File: config.mk
export PLATFORM = sky130hd
export DESIGN_NAME = sys_cmd_decoder_flat
export DESIGN_NICKNAME = d
export VERILOG_FILES = /design/src/rtl/sys_cmd_decoder_if.sv /design/src/rtl/sys_cmd_decoder.sv /design/src/flat_wrapper.sv
export SDC_FILE = /design/constraint.sdc
export NUM_CORES = 1
export LEC_CHECK = 0
export ABC_AREA = 1
export CORE_ASPECT_RATIO = 0.5
export CORE_MARGIN = 2
export CORE_UTILIZATION = 50
export DETAILED_ROUTE_END_ITERATION = 10
export PLACE_DENSITY = 0.85
export SLEW_MARGIN = 5
export SYNTH_ARGS = -nofsm -noshare
export SYNTH_HDL_FRONTEND = slang
export SYNTH_SLANG_ARGS = --single-unit
File: constraint.sdc
create_clock -name clk -period 2.8 [get_ports clk]
set_input_delay 0.56 -clock clk [delete_from_list [all_inputs] [get_ports clk]]
set_output_delay 0.56 -clock clk [all_outputs]
set_load 0.03 [all_outputs]
File: src/rtl/sys_cmd_decoder_if.sv
// Bus bundle around the command decoder: rx byte stream, reg-file port, ALU port and tx response link.
interface sys_cmd_decoder_if #(
  parameter int DATA_W = 8,
  parameter int ADDR_W = 4
);
  logic [DATA_W-1:0]   rx_data;
  logic                rx_valid;
  logic [ADDR_W-1:0]   rf_addr;
  logic                rf_wr_en;
  logic [DATA_W-1:0]   rf_wr_data;
  logic                rf_rd_en;
  logic [DATA_W-1:0]   rf_rd_data;
  logic                rf_rd_valid;
  logic                alu_en;
  logic [3:0]          alu_fun;
  logic [2*DATA_W-1:0] alu_out;
  logic                alu_valid;
  logic [DATA_W-1:0]   tx_data;
  logic                tx_valid;
  logic                tx_ready;
  logic                cmd_err;
  logic                rx_overrun;

  modport master (
    input  rx_data, rx_valid, rf_rd_data, rf_rd_valid, alu_out, alu_valid, tx_ready,
    output rf_addr, rf_wr_en, rf_wr_data, rf_rd_en, alu_en, alu_fun, tx_data, tx_valid,
           cmd_err, rx_overrun
  );

  modport slave (
    output rx_data, rx_valid, rf_rd_data, rf_rd_valid, alu_out, alu_valid, tx_ready,
    input  rf_addr, rf_wr_en, rf_wr_data, rf_rd_en, alu_en, alu_fun, tx_data, tx_valid,
           cmd_err, rx_overrun
  );
endinterface

File: src/rtl/sys_cmd_decoder.sv
// Parses command frames from the synchronised rx byte stream into reg-file / ALU strobes
// and returns read/ALU results as bytes on a valid/ready tx link. All outputs registered.
module sys_cmd_decoder #(
  parameter int                DATA_W      = 8,
  parameter int                ADDR_W      = 4,
  parameter logic [DATA_W-1:0] CMD_WR      = 8'hAA,
  parameter logic [DATA_W-1:0] CMD_RD      = 8'hBB,
  parameter logic [DATA_W-1:0] CMD_ALU_OP  = 8'hCC,
  parameter logic [DATA_W-1:0] CMD_ALU_NOP = 8'hDD,
  parameter int                OPA_ADDR    = 0,
  parameter int                OPB_ADDR    = 1
) (
  input logic              clk,
  input logic              rst,
  sys_cmd_decoder_if.master bus
);

  typedef enum logic [3:0] {
    IDLE, WR_ADDR, WR_DATA, RD_ADDR, RD_WAIT, ALU_A, ALU_B, ALU_FUN, ALU_WAIT, TX_RD, TX_LO, TX_HI
  } state_t;

  state_t              state, state_n;
  logic [ADDR_W-1:0]   addr_q, addr_n;
  logic [DATA_W-1:0]   hi_q, hi_n;
  logic [ADDR_W-1:0]   rf_addr_q, rf_addr_n;
  logic [DATA_W-1:0]   wr_data_q, wr_data_n;
  logic [3:0]          fun_q, fun_n;
  logic [DATA_W-1:0]   tx_data_q, tx_data_n;
  logic                tx_valid_q, tx_valid_n;
  logic                wr_en_q, wr_en_n, rd_en_q, rd_en_n, alu_en_q, alu_en_n;
  logic                cmd_err_q, cmd_err_n, ovr_q, ovr_n;
  logic                accepting, tx_acc;

  assign tx_acc = tx_valid_q & bus.tx_ready;
  assign accepting = (state == IDLE) || (state == WR_ADDR) || (state == WR_DATA) ||
                     (state == RD_ADDR) || (state == ALU_A) || (state == ALU_B) || (state == ALU_FUN);

  always_comb begin
    state_n    = state;
    addr_n     = addr_q;
    hi_n       = hi_q;
    rf_addr_n  = rf_addr_q;
    wr_data_n  = wr_data_q;
    fun_n      = fun_q;
    tx_data_n  = tx_data_q;
    tx_valid_n = tx_valid_q;
    wr_en_n    = 1'b0;
    rd_en_n    = 1'b0;
    alu_en_n   = 1'b0;
    cmd_err_n  = 1'b0;
    ovr_n      = bus.rx_valid & ~accepting;
    case (state)
      IDLE: if (bus.rx_valid) begin
        if      (bus.rx_data == CMD_WR)      state_n = WR_ADDR;
        else if (bus.rx_data == CMD_RD)      state_n = RD_ADDR;
        else if (bus.rx_data == CMD_ALU_OP)  state_n = ALU_A;
        else if (bus.rx_data == CMD_ALU_NOP) state_n = ALU_FUN;
        else                                 cmd_err_n = 1'b1;
      end
      WR_ADDR: if (bus.rx_valid) begin
        addr_n  = bus.rx_data[ADDR_W-1:0];
        state_n = WR_DATA;
      end
      WR_DATA: if (bus.rx_valid) begin
        wr_en_n   = 1'b1;
        rf_addr_n = addr_q;
        wr_data_n = bus.rx_data;
        state_n   = IDLE;
      end
      RD_ADDR: if (bus.rx_valid) begin
        rd_en_n   = 1'b1;
        rf_addr_n = bus.rx_data[ADDR_W-1:0];
        state_n   = RD_WAIT;
      end
      RD_WAIT: if (bus.rf_rd_valid) begin
        tx_data_n  = bus.rf_rd_data;
        tx_valid_n = 1'b1;
        state_n    = TX_RD;
      end
      ALU_A: if (bus.rx_valid) begin
        wr_en_n   = 1'b1;
        rf_addr_n = ADDR_W'(OPA_ADDR);
        wr_data_n = bus.rx_data;
        state_n   = ALU_B;
      end
      ALU_B: if (bus.rx_valid) begin
        wr_en_n   = 1'b1;
        rf_addr_n = ADDR_W'(OPB_ADDR);
        wr_data_n = bus.rx_data;
        state_n   = ALU_FUN;
      end
      ALU_FUN: if (bus.rx_valid) begin
        alu_en_n = 1'b1;
        fun_n    = bus.rx_data[3:0];
        state_n  = ALU_WAIT;
      end
      // Low byte goes out first; high byte is parked until the low byte is taken.
      ALU_WAIT: if (bus.alu_valid) begin
        tx_data_n  = bus.alu_out[DATA_W-1:0];
        hi_n       = bus.alu_out[2*DATA_W-1:DATA_W];
        tx_valid_n = 1'b1;
        state_n    = TX_LO;
      end
      TX_RD, TX_HI: if (tx_acc) begin
        tx_valid_n = 1'b0;
        state_n    = IDLE;
      end
      TX_LO: if (tx_acc) begin
        tx_data_n = hi_q;
        state_n   = TX_HI;
      end
      default: state_n = IDLE;
    endcase
  end

  always_ff @(posedge clk) begin
    if (rst) begin
      state      <= IDLE;
      addr_q     <= '0;
      hi_q       <= '0;
      rf_addr_q  <= '0;
      wr_data_q  <= '0;
      fun_q      <= '0;
      tx_data_q  <= '0;
      tx_valid_q <= 1'b0;
      wr_en_q    <= 1'b0;
      rd_en_q    <= 1'b0;
      alu_en_q   <= 1'b0;
      cmd_err_q  <= 1'b0;
      ovr_q      <= 1'b0;
    end else begin
      state      <= state_n;
      addr_q     <= addr_n;
      hi_q       <= hi_n;
      rf_addr_q  <= rf_addr_n;
      wr_data_q  <= wr_data_n;
      fun_q      <= fun_n;
      tx_data_q  <= tx_data_n;
      tx_valid_q <= tx_valid_n;
      wr_en_q    <= wr_en_n;
      rd_en_q    <= rd_en_n;
      alu_en_q   <= alu_en_n;
      cmd_err_q  <= cmd_err_n;
      ovr_q      <= ovr_n;
    end
  end

  assign bus.rf_addr    = rf_addr_q;
  assign bus.rf_wr_en   = wr_en_q;
  assign bus.rf_wr_data = wr_data_q;
  assign bus.rf_rd_en   = rd_en_q;
  assign bus.alu_en     = alu_en_q;
  assign bus.alu_fun    = fun_q;
  assign bus.tx_data    = tx_data_q;
  assign bus.tx_valid   = tx_valid_q;
  assign bus.cmd_err    = cmd_err_q;
  assign bus.rx_overrun = ovr_q;

endmodule

File: src/flat_wrapper.sv
// flat-port wrapper written by rule: the top's interface ports become plain ports
module sys_cmd_decoder_flat 
#(
  parameter int                DATA_W      = 8,
  parameter int                ADDR_W      = 4,
  parameter logic [DATA_W-1:0] CMD_WR      = 8'hAA,
  parameter logic [DATA_W-1:0] CMD_RD      = 8'hBB,
  parameter logic [DATA_W-1:0] CMD_ALU_OP  = 8'hCC,
  parameter logic [DATA_W-1:0] CMD_ALU_NOP = 8'hDD,
  parameter int                OPA_ADDR    = 0,
  parameter int                OPB_ADDR    = 1
)
  (clk, rst, bus_rx_data, bus_rx_valid, bus_rf_rd_data, bus_rf_rd_valid, bus_alu_out, bus_alu_valid, bus_tx_ready, bus_rf_addr, bus_rf_wr_en, bus_rf_wr_data, bus_rf_rd_en, bus_alu_en, bus_alu_fun, bus_tx_data, bus_tx_valid, bus_cmd_err, bus_rx_overrun);
  sys_cmd_decoder_if #(.DATA_W(DATA_W), .ADDR_W(ADDR_W)) bus_i ();
  input logic clk;
  input logic rst;
  input wire logic [$bits(bus_i.rx_data)-1:0] bus_rx_data;
  input wire logic [$bits(bus_i.rx_valid)-1:0] bus_rx_valid;
  input wire logic [$bits(bus_i.rf_rd_data)-1:0] bus_rf_rd_data;
  input wire logic [$bits(bus_i.rf_rd_valid)-1:0] bus_rf_rd_valid;
  input wire logic [$bits(bus_i.alu_out)-1:0] bus_alu_out;
  input wire logic [$bits(bus_i.alu_valid)-1:0] bus_alu_valid;
  input wire logic [$bits(bus_i.tx_ready)-1:0] bus_tx_ready;
  output wire logic [$bits(bus_i.rf_addr)-1:0] bus_rf_addr;
  output wire logic [$bits(bus_i.rf_wr_en)-1:0] bus_rf_wr_en;
  output wire logic [$bits(bus_i.rf_wr_data)-1:0] bus_rf_wr_data;
  output wire logic [$bits(bus_i.rf_rd_en)-1:0] bus_rf_rd_en;
  output wire logic [$bits(bus_i.alu_en)-1:0] bus_alu_en;
  output wire logic [$bits(bus_i.alu_fun)-1:0] bus_alu_fun;
  output wire logic [$bits(bus_i.tx_data)-1:0] bus_tx_data;
  output wire logic [$bits(bus_i.tx_valid)-1:0] bus_tx_valid;
  output wire logic [$bits(bus_i.cmd_err)-1:0] bus_cmd_err;
  output wire logic [$bits(bus_i.rx_overrun)-1:0] bus_rx_overrun;
  assign bus_i.rx_data = bus_rx_data;
  assign bus_i.rx_valid = bus_rx_valid;
  assign bus_i.rf_rd_data = bus_rf_rd_data;
  assign bus_i.rf_rd_valid = bus_rf_rd_valid;
  assign bus_i.alu_out = bus_alu_out;
  assign bus_i.alu_valid = bus_alu_valid;
  assign bus_i.tx_ready = bus_tx_ready;
  assign bus_rf_addr = bus_i.rf_addr;
  assign bus_rf_wr_en = bus_i.rf_wr_en;
  assign bus_rf_wr_data = bus_i.rf_wr_data;
  assign bus_rf_rd_en = bus_i.rf_rd_en;
  assign bus_alu_en = bus_i.alu_en;
  assign bus_alu_fun = bus_i.alu_fun;
  assign bus_tx_data = bus_i.tx_data;
  assign bus_tx_valid = bus_i.tx_valid;
  assign bus_cmd_err = bus_i.cmd_err;
  assign bus_rx_overrun = bus_i.rx_overrun;
  sys_cmd_decoder #(.DATA_W(DATA_W), .ADDR_W(ADDR_W), .CMD_WR(CMD_WR), .CMD_RD(CMD_RD), .CMD_ALU_OP(CMD_ALU_OP), .CMD_ALU_NOP(CMD_ALU_NOP), .OPA_ADDR(OPA_ADDR), .OPB_ADDR(OPB_ADDR)) u_core (.clk(clk), .rst(rst), .bus(bus_i));
endmodule
# Word-level counts from Yosys, hierarchy flattened
# Index checks and enable logic that the tools add are counted.
# Widths: inputs -> output; s select.
dict set report word_totals {
  output_inout_bits 30
  elab_cells 102
  register_bits 46
}
dict set report classes {
  bitwise 8
  eq_ne 27
  n_mux 30
  reduce_logical 24
}
# cell count
set op_table {}
lappend op_table {{$mux 4} 18}
lappend op_table {{$pmux 4 s11} 1}
lappend op_table {{$eq 8x8->1 const B} 4}
lappend op_table {{$mux 8} 3}
lappend op_table {{$pmux 8 s3} 1}
lappend op_table {{$ne 2x2->1 const B} 9}
lappend op_table {{$eq 4x3->1 const B} 4}
lappend op_table {{$eq 4x4->1 const B} 4}
lappend op_table {{$pmux 4 s4} 1}
lappend op_table {{$reduce_and 12->1} 1}
lappend op_table {{$eq 4x2->1 const B} 2}
lappend op_table {{$reduce_and 2->1} 4}
lappend op_table {{$reduce_and 4->1} 2}
lappend op_table {{$reduce_or 2->1} 4}
lappend op_table {{$logic_or 1x1->1} 6}
lappend op_table {{$not 1->1} 6}
lappend op_table {{$reduce_bool 3->1} 2}
lappend op_table {{$reduce_or 6->1} 1}
lappend op_table {{$mux 1} 5}
lappend op_table {{$ne 5x5->1 const B} 1}
lappend op_table {{$reduce_and 5->1} 1}
lappend op_table {{$eq 4x1->1 const B} 1}
lappend op_table {{$logic_not 4->1} 1}
lappend op_table {{$ne 2x1->1 const B} 2}
lappend op_table {{other kinds (4)} 5}

# Depth between registers and ports, before layout
# Gate-level depths: netlist (run 1).
dict set report logic_depth {
  depth_word 9
  ltp_mapped 10
}

# Least setup slack after synthesis (run 1)
# No wires, ideal clock.
dict set report synth_timing {
  path_kind {in2reg}
  startpoint {input rst}
  endpoint {register u_core.addr_q[0]}
  setup_time_ns 0.070
  path_buffers 2
  path_stages 5
  t_arrival_ns 1.334
  path_slack_ns 1.396
  path_cell_list {clkbuf_1 -> inv_1 -> clkbuf_1 -> o21ai_0 -> a21oi_1}
}
# element line
set synth_rtl {}
lappend synth_rtl {{from (decl)} flat_wrapper.sv:16} ;# input logic rst;
lappend synth_rtl {{to (signal assigned)} sys_cmd_decoder.sv:133} ;# addr_q <= addr_n;
lappend synth_rtl {{to (decl)} sys_cmd_decoder.sv:23} ;# logic [ADDR_W-1:0] addr_q, addr_n;

# Worst setup path in the final report (run 1)
dict set report layout_timing {
  startpoint {input bus_rx_valid}
  endpoint {register u_core.state[0]}
}
dict set report layout_between {
  elab_chain_len 2
}
# element line
set layout_lines {}
lappend layout_lines {{from (decl)} flat_wrapper.sv:18} ;# input wire logic [$bits(bus_i.rx_valid)-1:0] bus_rx_valid;
lappend layout_lines {{$ne 2x2->1 (no source line)} --}
lappend layout_lines {{$reduce_and 12->1 (no source line) *} --}
lappend layout_lines {{to (signal assigned)} sys_cmd_decoder.sv:132} ;# state <= state_n;
lappend layout_lines {{to (decl)} sys_cmd_decoder.sv:22} ;# state_t state, state_n;
# Mark *: on every way between the ends. The rest lies on a longest branch, timed or not.
# A chain may end at the register's enable or synchronous reset.

==> results of run 1 <==
state kept, by name, indices dropped and copies added, names as in the netlist:
register,cells
u_core.bus.rf_wr_data,8
u_core.bus.tx_data,8
u_core.hi_q,8
u_core.addr_q,4
u_core.bus.alu_fun,4
u_core.bus.rf_addr,4
u_core.state,4
u_core.bus.alu_en,1
u_core.bus.cmd_err,1
u_core.bus.rf_rd_en,1
u_core.bus.rf_wr_en,1
u_core.bus.rx_overrun,1
u_core.bus.tx_valid,1
cells in the mapped netlist, drive strengths merged:
cell type,number,area (um^2)
nand3,16,85.1
nor4,1,6.26
dfxtp,46,921
nand3b,1,7.51
o211ai,1,7.51
nand4,2,12.5
o21bai,3,22.5
clkinv,1,5.00
a22oi,2,15.0
nand2,59,236
inv,37,139
nor3,3,15.0
nor2,33,169
o21ai,45,236
buf,6,46.3
a21oi,42,225
clkbuf,3,11.3
stage by stage:
step	instances	setup WS, ns	area (um^2)	total power, uW	utilization
after global placement	414	0.658	2850	2100	0.708
final	422	0.860	2960	2600	0.735
after CTS	422	0.865	2960	2610	0.735
after floorplan	301	1.40	2160	1730	-
after detailed placement	414	0.559	2850	2120	0.708
after global routing	422	0.709	2960	2770	0.735
layer usage:
metal / global-route usage / vias up
met5: 0 / -
met4: 0.0399 / 0
met3: 0.0669 / 2
met2: 0.405 / 94
met1: 0.280 / 1036
li1: - / 1120
layout make-up:
cell class | count | share of cell area
flip-flops and latches | 46 | 0.311
clock buffers | 6 | 0.0245
multi-input cells | 208 | 0.351
repair buffers | 68 | 0.229
well taps | 54 | 0.0228
inverters | 38 | 0.0486
clock inverters | 2 | 0.0127
where the power goes:
group          total (uW)  switching (uW)  internal, uW
Sequential            911            95.4           816
Clock                 480             214           266
Combinational        1210             760           447
Total                2600            1070          1530
worst min-delay path, delay by kind of cell, from the launching register on:
kind | cells | cell delay [ns]
buffers and inverters | 1 | 0.05
flip-flops | 1 | 0.30
AO/OA/AOI/OAI | 1 | 0.05
kinds of logic (layout without fill, tap and decap cells):
group,after synthesis,in the layout,synth area share
and+or+nand+nor,115,115,0.246
AOI/OAI and AO/OA,93,93,0.235
DFF,46,46,0.426
buffers and inverters,47,114,0.0932
worst max-delay path by stage:
stage | startpoint | to | slack, ns | depth (start not counted)
2_1_floorplan | rst | u_core.addr_q[0] | 1.40 | 5
3_3_place_gp | bus_rx_valid | u_core.state[2] | 0.66 | 8
3_5_place_dp | bus_rx_valid | u_core.state[0] | 0.56 | 8
4_1_cts | bus_rx_valid | u_core.state[0] | 0.86 | 8
5_1_grt | bus_rx_valid | u_core.state[1] | 0.71 | 8
6_report | bus_rx_valid | u_core.state[0] | 0.86 | 8
==> reports/qor.txt, run 1 <==
Status = completed
Syn_area_per_cell = 7.18 um^2
Sum Neg Setup Slack = 0 ns
Routability congestion estimate = 0.878
R2R setup slack = 1.08 ns
Postcts setup bufs = 0
Most frequent cells in the layout = 67 x clkdlybuf4s50_1, 53 x nand2_1, 46 x dfxtp_1
Crit share post-route = 0.693
H-Tree Depth = 2
Cell breakdown of the critical path = clkdlybuf4s50_1 -> inv_1 -> nand3_1 -> nand3_1 -> nor2_1 -> nand3_2 -> o21bai_1 -> nor2_1
Worst skew pair latency = 0.29 ns
Die width = 97.0 um
IO buf count = 67
Post-synthesis cell area = 2160 um^2
CTS tree = yes
Die H = 50.5 um
Syn_nets = 339
Register bit total from synthesis = 46
Worst-path clk slew = 0.08 ns
Final setup violating endpoints = 0
Critical path buffers and inverters = 2
Via count = 2252
Post-Route WL = 5460 um
Hold Path Depth = 2
Highest layer used for signal routing = met4
Arrival time at the worst endpoint = 2.13 ns
WHS = 0.450 ns
Core area = 4020 um^2
Crit path launch type = primary input
Final Hold Fails = 0
Root Driver = clkbuf_8
Worst Hold Class = flop to flop
Starting Density = 0.537
PwrDens = 878 nW/um^2
Metal2 WL = 2650 um
Leak = 0.00120 uW
Slew @ Worst Pin = 0.447 ns
FF+latch area = 921 um^2
Die area = 4900 um^2
Yosys Warn Count = 0
Nets@finish = 405
Crit. End Element = flop
R2r worst-path depth = 8
Vias per inst = 5.34
Fin crit period = 1.94 ns
Multi-input gate area = 1040 um^2
Max-cap viol count = 0
First-iteration detailed-routing DRC count = 139
Commonest non-fill, non-tap cell in the layout = clkdlybuf4s50_1
Post-cts hold buffer count = 0
Final ANT Viol Nets = 0
Pins over their slew limit = 0
Syn Inst Count = 301
Share of layout cells above drive strength 1 = 0.103
Max incr delay on CP = 0.74 ns
Clock skew = 0.00828 ns
Hold Path Origin = u_core.hi_q[5]
Clock Tree Buf Depth = 2
GRT overflow = 0
Vias in the first global route = 2020
CP max stage cell = clkdlybuf4s50_1
# DRC = 0
Reg-to-reg startpoint = u_core.state[3]
Worst-path fanout max = 12
Drt first pass iters = 5
DR WL/cell = 12.9 um
Clk sinks = 46
Critical path class = primary input to flop
Largest net degree at the start of global routing = 25
VDD IR max = 475 uV
Rel. slew slack = 0.701
Area delta synth->final = 36.9%
HPWL after detailed placement = 4130 um
Req. time, crit path = 2.99 ns
Register area share after synthesis = 0.426
Row Count = 16
Fmax = 515 MHz
Cell family with most CP delay = buffers and inverters
Initial antenna violation count = 0
I/O pin count = 68
All-Layer GR Usage = 0.227
R2r endpoint = u_core.bus.tx_data[7]
Post-synthesis cell type count = 27
Worst Hold End = u_core.hi_q[5]
Antenna cell count = 0
Total CTS buffers = 5
Post-cts resize count = 0
Unrepaired setup endpoints after global routing = no
Layout filler cell count = 336
WL met3 = 329 um
First-pass GRT wire length = 9030 um
Met1 Wirelength = 2470 um
(Power assumes the default switching activity.)
==> run 2: changes to the inputs <==
CORE_UTILIZATION = 46   (was 50)
PLACE_DENSITY = 0.79   (was 0.85)
clock period = 1.82 ns   (was 2.8 ns; I/O delays follow)
==> run 2 against run 1 <==
  * Sequential power rose by 54%
  * Total power up 52%
  * Via count shrank 1.1%
  * Clock-buffer cell count is 1 higher
  * Core utilization shrank 6.3 points
  * Clock power up 35%
  * Worst hold slack better by 0.0047 ns
  * Clock skew increased by 0.0023 ns
  * First-iteration DRC count down 27%
  * Design area rose by 1.5%
  * Setup slack got worse by 0.76 ns
  * Critical endpoint is now bus_tx_data[6]
  * Largest power group unchanged
==> reports/qor.txt, run 2 (same netlist as run 1, synthesis figures left out) <==
Post-Route WL = 5670 um
Final Hold Fails = 0
Starting Density = 0.484
DR WL/cell = 13.1 um
Status = completed
First-iteration detailed-routing DRC count = 101
IO buf count = 67
CP Launch Point = u_core.bus.tx_data[6]
Worst-path clk slew = 0.09 ns
CTS tree = yes
Total CTS buffers = 5
Number of stages on the worst setup path = 1
Vias per inst = 5.14
Final core utilization = 0.673
Largest net degree at the start of global routing = 19
Row Count = 17
Slew @ Worst Pin = 0.373 ns
Reg-to-reg startpoint = u_core.state[2]
Final ANT Viol Nets = 0
Leak = 0.00123 uW
PwrDens = 1310 nW/um^2
Req. time, crit path = 1.46 ns
All-Layer GR Usage = 0.226
Arrival time at the worst endpoint = 1.36 ns
Clock Tree Buf Depth = 2
Worst Hold Class = flop to flop
Initial antenna violation count = 0
Clk sinks = 46
Worst-path fanout max = 2
H-Tree Depth = 2
Clock skew = 0.0106 ns
Layout Cells excl Fill = 433
Most frequent cells in the layout = 67 x clkdlybuf4s50_1, 53 x nand2_1, 46 x dfxtp_1
Drt first pass iters = 4
# DRC = 0
Cell family with most CP delay = buffers and inverters
Critical path class = flop to output port
Die width = 101 um
Worst skew pair latency = 0.30 ns
Nets@finish = 413
Final setup violating endpoints = 0
Max-cap viol count = 0
Pins over their slew limit = 0
Post-cts resize count = 0
Worst setup endpoint = bus_tx_data[6]
Placed Cells = 425
Postcts setup bufs = 0
Share of layout cells above drive strength 1 = 0.122
CP max stage cell = clkdlybuf4s50_1
Critical path buffers and inverters = 1
Via count = 2227
Sum Neg Setup Slack = 0 ns
R2r worst-path depth = 6
Commonest non-fill, non-tap cell in the layout = clkdlybuf4s50_1
R2r endpoint = u_core.addr_q[0]
Fmax = 582 MHz
Post-cts hold buffer count = 0
Crit path launch type = flop
Routability congestion estimate = 0.914
Die H = 52.5 um
Unrepaired setup endpoints after global routing = no
VDD IR max = 624 uV
Vias in the first global route = 2022
GRT overflow = 0
R2R setup slack = 0.27 ns
Max incr delay on CP = 0.69 ns
Root Driver = clkbuf_8
Rel. slew slack = 0.751
Core area = 4470 um^2
Fin crit period = 1.72 ns
Crit share post-route = 0.945
Antenna cell count = 0
Die area = 5300 um^2
HPWL after detailed placement = 4340 um
Cell breakdown of the critical path = clkdlybuf4s50_1
First-pass GRT wire length = 9250 um
I/O pin count = 68
Crit. End Element = output port
Area delta synth->final = 39.0%
run 2: worst min path at each step:
stage | end | depth (start not counted) | slack, ns | start
final | u_core.hi_q[3] | 2 | 0.45 | u_core.hi_q[3]
after global routing | u_core.addr_q[0] | 2 | 0.48 | u_core.addr_q[0]
after CTS | u_core.hi_q[3] | 2 | 0.45 | u_core.hi_q[3]
after detailed placement | u_core.hi_q[3] | 2 | 0.44 | u_core.hi_q[3]
after global placement | u_core.hi_q[3] | 2 | 0.43 | u_core.hi_q[3]
after floorplan | u_core.hi_q[7] | 2 | 0.42 | u_core.hi_q[7]
run 2: final cells by class:
cell class	instances	area [um^2]
flip-flops and latches	46	921
multi-input cells	208	1040
clock buffers	7	86.3
well taps	57	71.3
clock inverters	1	5.00
repair buffers	76	738
fillers	416	1460
inverters	38	144
run 2: report_power, final:
part	internal (uW)	switching, uW
clock	307	343
sequential	1260	148
combinational	706	1180
total	2270	1670
run 2: per-layer routing:
metal	track usage	vias to the layer above	share of wire
li1	-	1134	-
met1	0.290	1023	0.46
met2	0.386	63	0.47
met3	0.0493	7	0.063
met4	0.0676	0	0.010
met5	0	-	0
run 2: metrics by stage:
stage | cell area [um^2] | hold slack [ns] | power [uW] | setup WS, ns
after detailed placement | 2910 | 0.439 | 3300 | -0.0170
after global placement | 2910 | 0.433 | 3250 | 0.0369
after CTS | 3000 | 0.452 | 3950 | 0.0994
after global routing | 3000 | 0.483 | 4210 | 0.0473
final | 3000 | 0.455 | 3940 | 0.100
after floorplan | 2160 | 0.425 | 2660 | 0.490
==> run 3: changes to the inputs <==
CORE_MARGIN = 3   (was 2)
SLEW_MARGIN = default   (was 5)
==> run 3 against run 2 <==
  * Setup slack improved by 0.019 ns
  * Sequential power barely moved
  * Via count barely moved
  * Die area rose by 5.9%
  * Global-route usage fell by 1.2 points
  * Combinational power barely moved
  * Critical endpoint is now bus_tx_data[5]
  * Largest cell class unchanged
  * Largest power group unchanged
==> reports/qor.txt, run 3 (same netlist as run 1, synthesis figures left out) <==
Crit. End Element = output port
Area delta synth->final = 42.3%
Cell family with most CP delay = buffers and inverters
CTS tree = yes
Fin crit period = 1.70 ns
Slew @ Worst Pin = 0.373 ns
Die H = 54.5 um
Crit share post-route = 0.934
Post-cts hold buffer count = 0
Root Driver = clkbuf_8
Die area = 5610 um^2
Leak = 0.00127 uW
Fmax = 588 MHz
First-pass GRT wire length = 9290 um
R2R setup slack = 0.24 ns
H-Tree Depth = 2
Core area = 4200 um^2
# DRC = 0
Final core utilization = 0.731
Final setup violating endpoints = 0
Row Count = 16
Worst skew pair latency = 0.30 ns
Layout Cells excl Fill = 433
Critical path buffers and inverters = 1
Worst Hold Class = flop to flop
Routability congestion estimate = 0.915
Rel. slew slack = 0.751
IO buf count = 67
Worst-path clk slew = 0.09 ns
CP max stage cell = clkdlybuf4s50_1
Tot Pwr = 4230 uW
Nets@finish = 416
Unrepaired setup endpoints after global routing = no
Total CTS buffers = 5
Starting Density = 0.514
VDD IR max = 595 uV
First-iteration detailed-routing DRC count = 96
Final ANT Viol Nets = 0
Vias in the first global route = 2049
Commonest non-fill, non-tap cell in the layout = clkdlybuf4s50_1
Status = completed
Postcts setup bufs = 0
Largest net degree at the start of global routing = 19
Design area = 3070 um^2
Clock skew = 0.00449 ns
Placed cell area = 2930 um^2
Cell breakdown of the critical path = clkdlybuf4s50_1
Initial antenna violation count = 0
Post-cts resize count = 0
I/O pin count = 68
Multi-input gate area = 1040 um^2
Final Hold Fails = 0
Max incr delay on CP = 0.68 ns
Pins over their slew limit = 0
Critical path class = flop to output port
Post-Route WL = 5940 um
Layout filler cell count = 346
Clock Tree Buf Depth = 2
Crit path launch type = flop
Req. time, crit path = 1.46 ns
Arrival time at the worst endpoint = 1.34 ns
All-Layer GR Usage = 0.214
GRT overflow = 0
FF+latch area = 921 um^2
Drt first pass iters = 4
Worst-path fanout max = 2
Placed Cells = 425
Share of layout cells above drive strength 1 = 0.132
Most frequent cells in the layout = 67 x clkdlybuf4s50_1, 53 x nand2_1, 46 x dfxtp_1
HPWL after detailed placement = 4470 um
Clk sinks = 46
Antenna cell count = 0
Max-cap viol count = 0
Vias per inst = 5.14
DR WL/cell = 13.7 um
PwrDens = 1370 nW/um^2
Via count = 2226
Die width = 103 um
run 3: metal layers:
layer	part of all wire	track usage	wire (um)	vias to the layer above
li1	-	-	-	1146
met1	0.45	0.260	2690	1008
met2	0.47	0.392	2820	65
met3	0.064	0.0483	379	7
met4	0.0086	0.0516	51	0
met5	0	0	0	-
run 3: report_power, final:
| part | switching [uW] | internal, uW |
|---|---|---|
| Combinational | 1190 | 710 |
| Clock | 342 | 586 |
| Sequential | 148 | 1250 |
| Total | 1680 | 2550 |
run 3: path summary, 6_finish.rpt:
check,to,from,cells after the start
setup / recovery,bus_tx_data[5],u_core.bus.tx_data[5],1
hold / removal,u_core.hi_q[0],u_core.hi_q[0],2
setup reg to reg,u_core.bus.tx_data[4],u_core.state[2],8
hold reg to reg,u_core.hi_q[0],u_core.hi_q[0],2
run 3: worst min-delay path: stages (launching register included):
cell	delay [ns]
dfxtp_1	0.30
inv_1	0.05
a21oi_1	0.05
run 3: cell type report:
cell class / count / area share
Clock inverter: 2 / 0.0195
Sequential cell: 46 / 0.300
Multi-Input combinational cell: 208 / 0.338
Tap cell: 54 / 0.0220
Timing Repair Buffer: 79 / 0.247
Inverter: 38 / 0.0468
Clock buffer: 6 / 0.0269
run 3: per-stage QoR:
stage | setup TNS, ns | hold WS, ns | setup slack, ns
3_5_place_dp | -0.126 | 0.437 | -0.0462
3_3_place_gp | 0 | 0.433 | 0.0272
4_1_cts | 0 | 0.449 | 0.107
2_1_floorplan | 0 | 0.425 | 0.490
5_1_grt | 0 | 0.468 | 0.0118
6_report | 0 | 0.451 | 0.120
